### src/rtl/imem_loader_if.sv
// Host-side program-load bus for imem_loader: byte stream in, instruction-memory
// write port and status flags out.
interface imem_loader_if #(
  parameter int ADDR_W = 10
);
  logic              load_start;
  logic [ADDR_W:0]   word_cnt;
  logic              byte_valid;
  logic [7:0]        byte_data;
  logic              byte_ready;
  logic              imem_we;
  logic [31:0]       imem_addr;
  logic [31:0]       imem_wdata;
  logic              busy;
  logic              cpu_run;
  logic              load_err;

  modport master (
    output load_start, word_cnt, byte_valid, byte_data,
    input  byte_ready, imem_we, imem_addr, imem_wdata, busy, cpu_run, load_err
  );

  modport slave (
    input  load_start, word_cnt, byte_valid, byte_data,
    output byte_ready, imem_we, imem_addr, imem_wdata, busy, cpu_run, load_err
  );
endinterface

### src/rtl/imem_loader.sv
// Streams little-endian program bytes into instruction memory, then releases the CPU.
// Define IMEM_LOADER_CHECKSUM_EN to require a trailing XOR checksum word before RUN.
module imem_loader #(
  parameter int ADDR_W = 10
) (
  input  logic         clk,
  input  logic         rst_n,
  imem_loader_if.slave bus
);

  typedef enum logic [1:0] {IDLE, LOAD, CHECK, RUN} state_t;

  localparam logic [ADDR_W:0] MAX_WORDS = {1'b1, {ADDR_W{1'b0}}};
  localparam logic [ADDR_W:0] ONE       = {{ADDR_W{1'b0}}, 1'b1};

  state_t          state_q, state_d;
  logic [ADDR_W:0] cnt_q;
  logic [ADDR_W:0] word_idx_q;
  logic [1:0]      byte_idx_q;
  logic [23:0]     asm_q;

  logic            we_q, we_d;
  logic [31:0]     addr_q, addr_d;
  logic [31:0]     wdata_q, wdata_d;
  logic            busy_q, busy_d;
  logic            run_q, run_d;
  logic            err_q, err_d;
  logic            ready_q, ready_d;

  logic            byte_fire;
  logic            word_done;
  logic            last_word;
  logic            start_ok;
  logic [31:0]     word_in;
  logic [ADDR_W:0] cnt_clamped;

  assign byte_fire   = bus.byte_valid && ready_q;
  assign word_done   = byte_fire && (byte_idx_q == 2'd3);
  assign word_in     = {bus.byte_data, asm_q};
  assign last_word   = ((word_idx_q + ONE) == cnt_q);
  assign start_ok    = bus.load_start && ((state_q == IDLE) || (state_q == RUN));
  assign cnt_clamped = (bus.word_cnt > MAX_WORDS) ? MAX_WORDS : bus.word_cnt;

`ifdef IMEM_LOADER_CHECKSUM_EN
  logic [31:0] xor_q;
  logic        cs_match;
  assign cs_match = (word_in == xor_q);
`endif

  // State register.
  always_ff @(posedge clk or negedge rst_n) begin
    // NOTE: sequential state uses <= so every flop samples pre-edge values.
    if (!rst_n) state_q <= IDLE;
    else        state_q <= state_d;
  end

  // Next-state logic.
  always_comb begin
    // NOTE: default first so no path through this block infers a latch.
    state_d = state_q;
    unique case (state_q)
      IDLE, RUN: begin
        if (bus.load_start) state_d = (cnt_clamped == '0) ? RUN : LOAD;
      end
      LOAD: begin
`ifdef IMEM_LOADER_CHECKSUM_EN
        if (word_done && last_word) state_d = CHECK;
`else
        if (word_done && last_word) state_d = RUN;
`endif
      end
      CHECK: begin
`ifdef IMEM_LOADER_CHECKSUM_EN
        if (word_done) state_d = cs_match ? RUN : IDLE;
`else
        state_d = IDLE;
`endif
      end
      default: state_d = IDLE;
    endcase
  end

  // Output logic: next values for the registered outputs.
  always_comb begin
    we_d    = 1'b0;
    addr_d  = addr_q;
    wdata_d = wdata_q;
    err_d   = err_q;
    ready_d = (state_d == LOAD) || (state_d == CHECK);
    busy_d  = ready_d;
    run_d   = (state_q == RUN);
    if (start_ok) err_d = 1'b0;
    if ((state_q == LOAD) && word_done) begin
      we_d    = 1'b1;
      addr_d  = 32'({word_idx_q[ADDR_W-1:0], 2'b00});
      wdata_d = word_in;
    end
`ifdef IMEM_LOADER_CHECKSUM_EN
    if ((state_q == CHECK) && word_done && !cs_match) err_d = 1'b1;
`else
    err_d = 1'b0;
`endif
  end

  always_ff @(posedge clk or negedge rst_n) begin
    if (!rst_n) begin
      we_q    <= 1'b0;
      addr_q  <= '0;
      wdata_q <= '0;
      busy_q  <= 1'b0;
      run_q   <= 1'b0;
      err_q   <= 1'b0;
      ready_q <= 1'b0;
    end else begin
      we_q    <= we_d;
      addr_q  <= addr_d;
      wdata_q <= wdata_d;
      busy_q  <= busy_d;
      run_q   <= run_d;
      err_q   <= err_d;
      ready_q <= ready_d;
    end
  end

  // Byte assembly and word counters; bytes shift in from the top so the first lands in [7:0].
  always_ff @(posedge clk or negedge rst_n) begin
    if (!rst_n) begin
      cnt_q      <= '0;
      word_idx_q <= '0;
      byte_idx_q <= '0;
      asm_q      <= '0;
`ifdef IMEM_LOADER_CHECKSUM_EN
      xor_q      <= '0;
`endif
    end else if (start_ok) begin
      cnt_q      <= cnt_clamped;
      word_idx_q <= '0;
      byte_idx_q <= '0;
`ifdef IMEM_LOADER_CHECKSUM_EN
      xor_q      <= '0;
`endif
    end else if (byte_fire) begin
      byte_idx_q <= byte_idx_q + 2'd1;
      asm_q      <= {bus.byte_data, asm_q[23:8]};
      if ((state_q == LOAD) && word_done) begin
        word_idx_q <= word_idx_q + ONE;
`ifdef IMEM_LOADER_CHECKSUM_EN
        xor_q      <= xor_q ^ word_in;
`endif
      end
    end
  end

  assign bus.byte_ready = ready_q;
  assign bus.imem_we    = we_q;
  assign bus.imem_addr  = addr_q;
  assign bus.imem_wdata = wdata_q;
  assign bus.busy       = busy_q;
  assign bus.cpu_run    = run_q;
  assign bus.load_err   = err_q;

endmodule

### src/flat_wrapper.sv
// flat-port wrapper written by rule: the top's interface ports become plain ports
module imem_loader_flat 
#(
  parameter int ADDR_W = 10
)
  (clk, rst_n, bus_load_start, bus_word_cnt, bus_byte_valid, bus_byte_data, bus_byte_ready, bus_imem_we, bus_imem_addr, bus_imem_wdata, bus_busy, bus_cpu_run, bus_load_err);
  imem_loader_if #(.ADDR_W(ADDR_W)) bus_i ();
  input  logic clk;
  input  logic rst_n;
  input wire logic [$bits(bus_i.load_start)-1:0] bus_load_start;
  input wire logic [$bits(bus_i.word_cnt)-1:0] bus_word_cnt;
  input wire logic [$bits(bus_i.byte_valid)-1:0] bus_byte_valid;
  input wire logic [$bits(bus_i.byte_data)-1:0] bus_byte_data;
  output wire logic [$bits(bus_i.byte_ready)-1:0] bus_byte_ready;
  output wire logic [$bits(bus_i.imem_we)-1:0] bus_imem_we;
  output wire logic [$bits(bus_i.imem_addr)-1:0] bus_imem_addr;
  output wire logic [$bits(bus_i.imem_wdata)-1:0] bus_imem_wdata;
  output wire logic [$bits(bus_i.busy)-1:0] bus_busy;
  output wire logic [$bits(bus_i.cpu_run)-1:0] bus_cpu_run;
  output wire logic [$bits(bus_i.load_err)-1:0] bus_load_err;
  assign bus_i.load_start = bus_load_start;
  assign bus_i.word_cnt = bus_word_cnt;
  assign bus_i.byte_valid = bus_byte_valid;
  assign bus_i.byte_data = bus_byte_data;
  assign bus_byte_ready = bus_i.byte_ready;
  assign bus_imem_we = bus_i.imem_we;
  assign bus_imem_addr = bus_i.imem_addr;
  assign bus_imem_wdata = bus_i.imem_wdata;
  assign bus_busy = bus_i.busy;
  assign bus_cpu_run = bus_i.cpu_run;
  assign bus_load_err = bus_i.load_err;
  imem_loader #(.ADDR_W(ADDR_W)) u_core (.clk(clk), .rst_n(rst_n), .bus(bus_i));
endmodule
### config.mk
export PLATFORM = sky130hd
export DESIGN_NAME = imem_loader_flat
export DESIGN_NICKNAME = d
export VERILOG_FILES = /design/src/rtl/imem_loader_if.sv /design/src/rtl/imem_loader.sv /design/src/flat_wrapper.sv
export SDC_FILE = /design/constraint.sdc
export NUM_CORES = 1
export LEC_CHECK = 0
export BUFFER_PORTS_ARGS = -buffer_cell sky130_fd_sc_hd__buf_4
export CAP_MARGIN = 20
export CORE_MARGIN = 1.5
export CORE_UTILIZATION = 41
export CTS_BUF_LIST = sky130_fd_sc_hd__clkbuf_2 sky130_fd_sc_hd__clkbuf_4 sky130_fd_sc_hd__clkbuf_8
export DETAILED_ROUTE_END_ITERATION = 10
export GPL_TIMING_DRIVEN = 1
export SLEW_MARGIN = 25
export SYNTH_ARGS = -nofsm -noshare
export SYNTH_HDL_FRONTEND = slang
export SYNTH_SLANG_ARGS = --single-unit
export TNS_END_PERCENT = 50
### constraint.sdc
create_clock -name clk -period 2.8 [get_ports clk]
set_input_delay 0.14 -clock clk [delete_from_list [all_inputs] [get_ports clk]]
set_output_delay 0.14 -clock clk [all_outputs]
set_load 0.02 [all_outputs]
# [After elaboration in Yosys (flattened, before gate mapping)]
# Cells that the tools add are included.
[word_totals] inputBits=23 register_bits=95 latchBits=0 mem_bits_rw=0 mem_count=0 rom_bits=0 out_inout_bits=69
[op_classes] magnitude_cmp=1 mul=0 addsub=2 n_reduce_logical=14 n_mux=11 bitwise_logic=1 n_eq_ne=7 shift=0 div_mod_pow=0
[op_table] cell="$mux W11" count=4
[op_table] cell="$add A11 B1 Y11 const B" count=1
[op_table] cell="$eq A11 B11 Y1" count=1
[op_table] cell="$gt A11 B11 Y1 const B" count=1
[op_table] cell="$logic_not A11 Y1" count=1
[op_table] cell="$mux W2" count=5
[op_table] cell="$eq A2 B2 Y1 const B" count=4
[op_table] cell="$pmux W2 S3" count=1
[op_table] cell="$logic_and A1 B1 Y1" count=5
[op_table] cell="$eq A2 B1 Y1 const B" count=2
[op_table] cell="$reduce_and A2 Y1" count=2
[op_table] cell="$reduce_bool A2 Y1" count=2
[op_table] cell="$add A2 B1 Y2 const B" count=1
[op_table] cell="$logic_not A2 Y1" count=1
[op_table] cell="$logic_or A1 B1 Y1" count=2
[op_table] cell="$reduce_or A2 Y1" count=1
[op_table] cell="$mux W1" count=1
[op_table] cell="$not A1 Y1" count=1

# [Depth between registers and ports, before layout]
[logic_depth] word_depth=8 depth_mapped=9 depth_no_buf=8

# [Worst setup path after synthesis]
# Ideal clock, no wire load.
[synth_timing] kind="register -> register" from="register u_core.state_q[1]" to="register u_core.asm_q[18]" setup_slack_ns=0.652 setup_time_ns=0.125 required_ns=2.675 path_buffers=3 synth_period_minus_slack_ns=2.148 path_stages_with_launch=9 arrival_ns=2.023 cell_sequence="dfrtp_1 inv_1 ha_1 clkbuf_1 and2_0 clkbuf_1 nor2_1 buf_2 mux2_2"
[synth_between] elab_chain_cells=5
[synth_lines] item="start: declaration" line_no="imem_loader.sv:16" text="state_t state_q, state_d;"
[synth_lines] item="start signal: assignment" line_no="imem_loader.sv:54" text="else state_q <= state_d;"
[synth_lines] item="$eq A2 B2 Y1 / $logic_not A2 Y1 (equally long branches)" line_no="imem_loader.sv:41" text="assign start_ok = bus.load_start && ((state_q == IDLE) || (state_q == RUN));"
[synth_lines] item="$logic_or A1 B1 Y1 *" line_no="imem_loader.sv:41"
[synth_lines] item="$logic_and A1 B1 Y1 *" line_no="imem_loader.sv:41"
[synth_lines] item="$not A1 Y1 (no source line) *"
[synth_lines] item="$reduce_and A2 Y1 (no source line) *"
[synth_lines] item="end signal: assignment" line_no="imem_loader.sv:144" text="asm_q <= {bus.byte_data, asm_q[23:8]};"
[synth_lines] item="end: declaration" line_no="imem_loader.sv:20" text="logic [23:0] asm_q;"
# Mark *: on every way between the ends. The rest lies on a longest branch, timed or not.
# A chain may end at the register's enable or synchronous reset.

# [Final worst setup path]
[layout_timing] from="register u_core.word_idx_q[0]" to="register u_core.busy_q (netlist: u_core.bus.busy)"
[layout_between] elab_chain_cells=7
[layout_lines] item="start: declaration" line_no="imem_loader.sv:18" text="logic [ADDR_W:0] word_idx_q;"
[layout_lines] item="start signal: assignment" line_no="imem_loader.sv:146" text="word_idx_q <= word_idx_q + ONE;"
[layout_lines] item="$add A11 B1 Y11 *" line_no="imem_loader.sv:40" text="assign last_word = ((word_idx_q + ONE) == cnt_q);"
[layout_lines] item="$eq A11 B11 Y1 *" line_no="imem_loader.sv:40"
[layout_lines] item="$logic_and A1 B1 Y1 *" line_no="imem_loader.sv:69" text="if (word_done && last_word) state_d = RUN;"
[layout_lines] item="$mux W2 *" line_no="imem_loader.sv:69"
[layout_lines] item="$pmux W2 S3 *" line_no="imem_loader.sv:61" text="unique case (state_q)"
[layout_lines] item="$eq A2 B1 Y1 / $eq A2 B2 Y1 (equally long branches)" line_no="imem_loader.sv:89" text="ready_d = (state_d == LOAD) || (state_d == CHECK);"
[layout_lines] item="$logic_or A1 B1 Y1 *" line_no="imem_loader.sv:89"
[layout_lines] item="named net u_core.busy_d" line_no="imem_loader.sv:25" text="logic busy_q, busy_d;"
[layout_lines] item="end signal: assignment" line_no="imem_loader.sv:118" text="busy_q <= busy_d;"
[layout_lines] item="end: declaration" line_no="imem_loader.sv:25"
# The timed path passes the listed nets; every way through them passes the cells marked *.

==> results.txt <==
Status - finished clean
Final min period - 2100 ps
Gates resized, CTS repair - 0
Max_cap viols - 0
Clock Latency Late Sink - 370 ps
Overall routed net length - 8950 um
Post-synth ARST share - 1.00
Vias - 3166
CTS tree - done
Critical path cell sequence - ha_1 > nand3_2 > or4_1 > o211ai_2 > a31oi_1 > nor4_2 > o21ai_1
CTS max path bufs - 2
Synth top area cells - dfrtp_1 (56%), nand2_1 (13%), mux2_2 (5.8%), buf_4 (4.2%), xnor2_1 (2.9%)
Drt pass-1 iters - 4
Clock share of power - 0.177
Largest net degree at the start of global routing - 57
Crit-path max FO - 9
Sequential share of power - 0.447
GRT overflow - 0
Post-synth top area cell - dfrtp_1
Most common cell after layout, fill and taps aside - nand2_1
Cell Rows - 37
Syn-to-layout area delta - 21.3%
Die height - 105 um
WL/cell - 13.7 um
Post-DP HPWL - 6040 um
Hold Crit Class - input pin to flop
Worst Setup End Kind - flop
Post-synth top area share - 0.556
Core area - 0.0102 mm2
Antenna violations before repair - 0
Commonest cells after routing, fill and taps aside - nand2_1 (151), dfrtp_1 (95), buf_4 (74)
Synth warn - 0
Sw frac - 0.385
H-tree lvl count - 3
Synthesized instance count - 434
TritonCTS Sinks - 95
Total CTS buffers - 9
Post-route setup TNS - 0 ps
Cell Area, Placed - 0.00484 mm2
ANT nets after route - 0
Ant diodes - 0
Int Pwr - 3160 uW
Yosys reg bits - 95
Worst clock skew - 9.62 ps
Layout cells sized above 1 - 0.234
Highest Clock Rate - 0.475 GHz
Die span in x - 105 um
Post-synth cell types - 42
Comb power frac - 0.375
Total Nets Final - 539
Setup CP Type - flop to flop
Pins Over Slew Limit - 0
Pwr Density - 992 mW/mm2
Vias per inst - 4.85
RSZ-0062 raised after global routing - false
Clk pin slew, worst setup/hold paths - 100 ps
Seq/Total Area, Yosys - 0.556
Starting Density - 0.418
Die ar. - 0.0110 mm2
Slowest cell delay on critical path - 570 ps
Max IR drop VDD - 0.000627 V
Number of global-route vias before repair - 3192
Placed instance count - 623
Root buffer cell - clkbuf_8
# port buffers - 68
# setup viols final - 0
DRC Markers - 0
Worst slew pin tran - 732 ps
Relative max-transition margin - 0.512
Leakage - 0.00256 uW
Required time of the critical path - 3060 ps
Post-synth EDFFs - 0
Period utilisation layout - 0.751
Startpoint types - flop
IO Pins - 92
Mean Syn Cell Area - 9.85 um2
Switching Power - 1980 uW
Crit-path slowest cell - or4_1
Routability cong. - 0.849
Setup Buffers After CTS - 0
Synthesized area - 0.00427 mm2
Post-route cell area - 0.00518 mm2
CP arrival - 2360 ps
Layout Cells excl Fill - 653
Initial DRC Count - 159
Main flop type after synthesis - dfrtp_1
First-pass GRT wire length - 15300 um
Total GRT Usage - 0.175
Final Hold Vio Count - 0
[final timing paths]
kind                                      startpoint                        to  slack, ps  cells after the start
worst min-delay path                 bus_word_cnt[9]           u_core.cnt_q[9]         20                      3
max in group asynchronous                      rst_n          u_core.asm_q[13]       1780                      3
worst max-delay path            u_core.word_idx_q[0]           u_core.bus.busy        700                      7
worst max register to register  u_core.word_idx_q[0]           u_core.bus.busy        700                      7
worst min register to register       u_core.asm_q[2]  u_core.bus.imem_wdata[2]        480                      2
min in group asynchronous                      rst_n        u_core.bus.cpu_run        360                      2
[logic make-up (layout without fill, tap and decap cells)]
logic type	after synthesis	after routing	synth area share
multiplexers	24	24	0.0632
AO/OA/AOI/OAI	30	30	0.0465
XOR/XNOR	19	19	0.0389
AND/OR/NAND/NOR	213	213	0.218
other	1	23	0.000877
adder cells (fa/ha/maj)	4	4	0.0117
flip-flops	95	95	0.556
buffers and inverters	48	109	0.0650
[power by group through the flow]
| stage | registers, uW | logic (uW) | clock network (uW) |
|---|---|---|---|
| 3_3_place_gp | 2310 | 1890 | 0 |
| 2_1_floorplan | 2520 | 1010 | 0 |
| 6_report | 2300 | 1930 | 911 |
| 4_1_cts | 2300 | 1950 | 940 |
| 5_1_grt | 2380 | 2120 | 991 |
| 3_5_place_dp | 2320 | 1930 | 0 |
[cell usage after synthesis (3+ instances only)]
library cell  instances
nand2_1             152
xor2_1                5
a21oi_1               7
clkbuf_1             10
nor2_1               17
dfrtp_1              95
nor3_1                5
mux2_2               22
buf_1                 4
inv_1                 3
nand3_1               4
buf_2                 6
nand4_1               4
a31oi_1               4
a22o_1                3
o21ai_0               5
nand3b_1             12
ha_1                  4
o211ai_1              3
buf_4                24
xnor2_1              14
nor4_1                4
[stage by stage]
stage          power [uW]  setup WS, ps   util  hold WS (ps)
2_1_floorplan        3530           652      -          -156
3_3_place_gp         4200           793  0.474           236
3_5_place_dp         4250           719  0.474           240
4_1_cts              5190           709  0.507         0.826
5_1_grt              5490           535  0.507          9.39
6_report             5140           696  0.507          19.0
[layer usage]
metal | vias to the layer above | routed length [um] | track usage
met4 | 0 | 170 | 0.0744
met3 | 18 | 437 | 0.0430
met2 | 93 | 4180 | 0.267
li1 | 1527 | - | -
met5 | - | 0 | 0
met1 | 1528 | 4170 | 0.237
[state kept, by name, indices dropped and copies added, names as in the netlist]
signal,cells
u_core.byte_idx_q,2
u_core.bus.imem_wdata,32
u_core.bus.busy,1
u_core.word_idx_q,11
u_core.bus.imem_we,1
u_core.cnt_q,11
u_core.state_q,2
u_core.bus.imem_addr,10
u_core.bus.cpu_run,1
u_core.asm_q,24
[area by class of cell]
type	instances	area, um2
fill	932	5050
sequential	95	2380
multi-input combinational	313	1710
timing repair buffer	89	716
tap	136	170
clock buffer	9	124
clock inverter	7	73.8
inverter	4	15.0
[what timing repair did]
action | 4_1_cts | 5_1_grt
hold buffers | 14 | 0
setup endpoints to repair | 0 | 0
endpoints found under the hold margin | 76 | 0
[critical path, delay by kind of cell, from the launching register on]
family | cells | cell delay [ps]
AOI/OAI and AO/OA | 3 | 240
adders and majority gates | 1 | 260
and+or+nand+nor | 3 | 1040
DFF | 1 | 450
No activity file was read; power rests on OpenSTA's default activity.
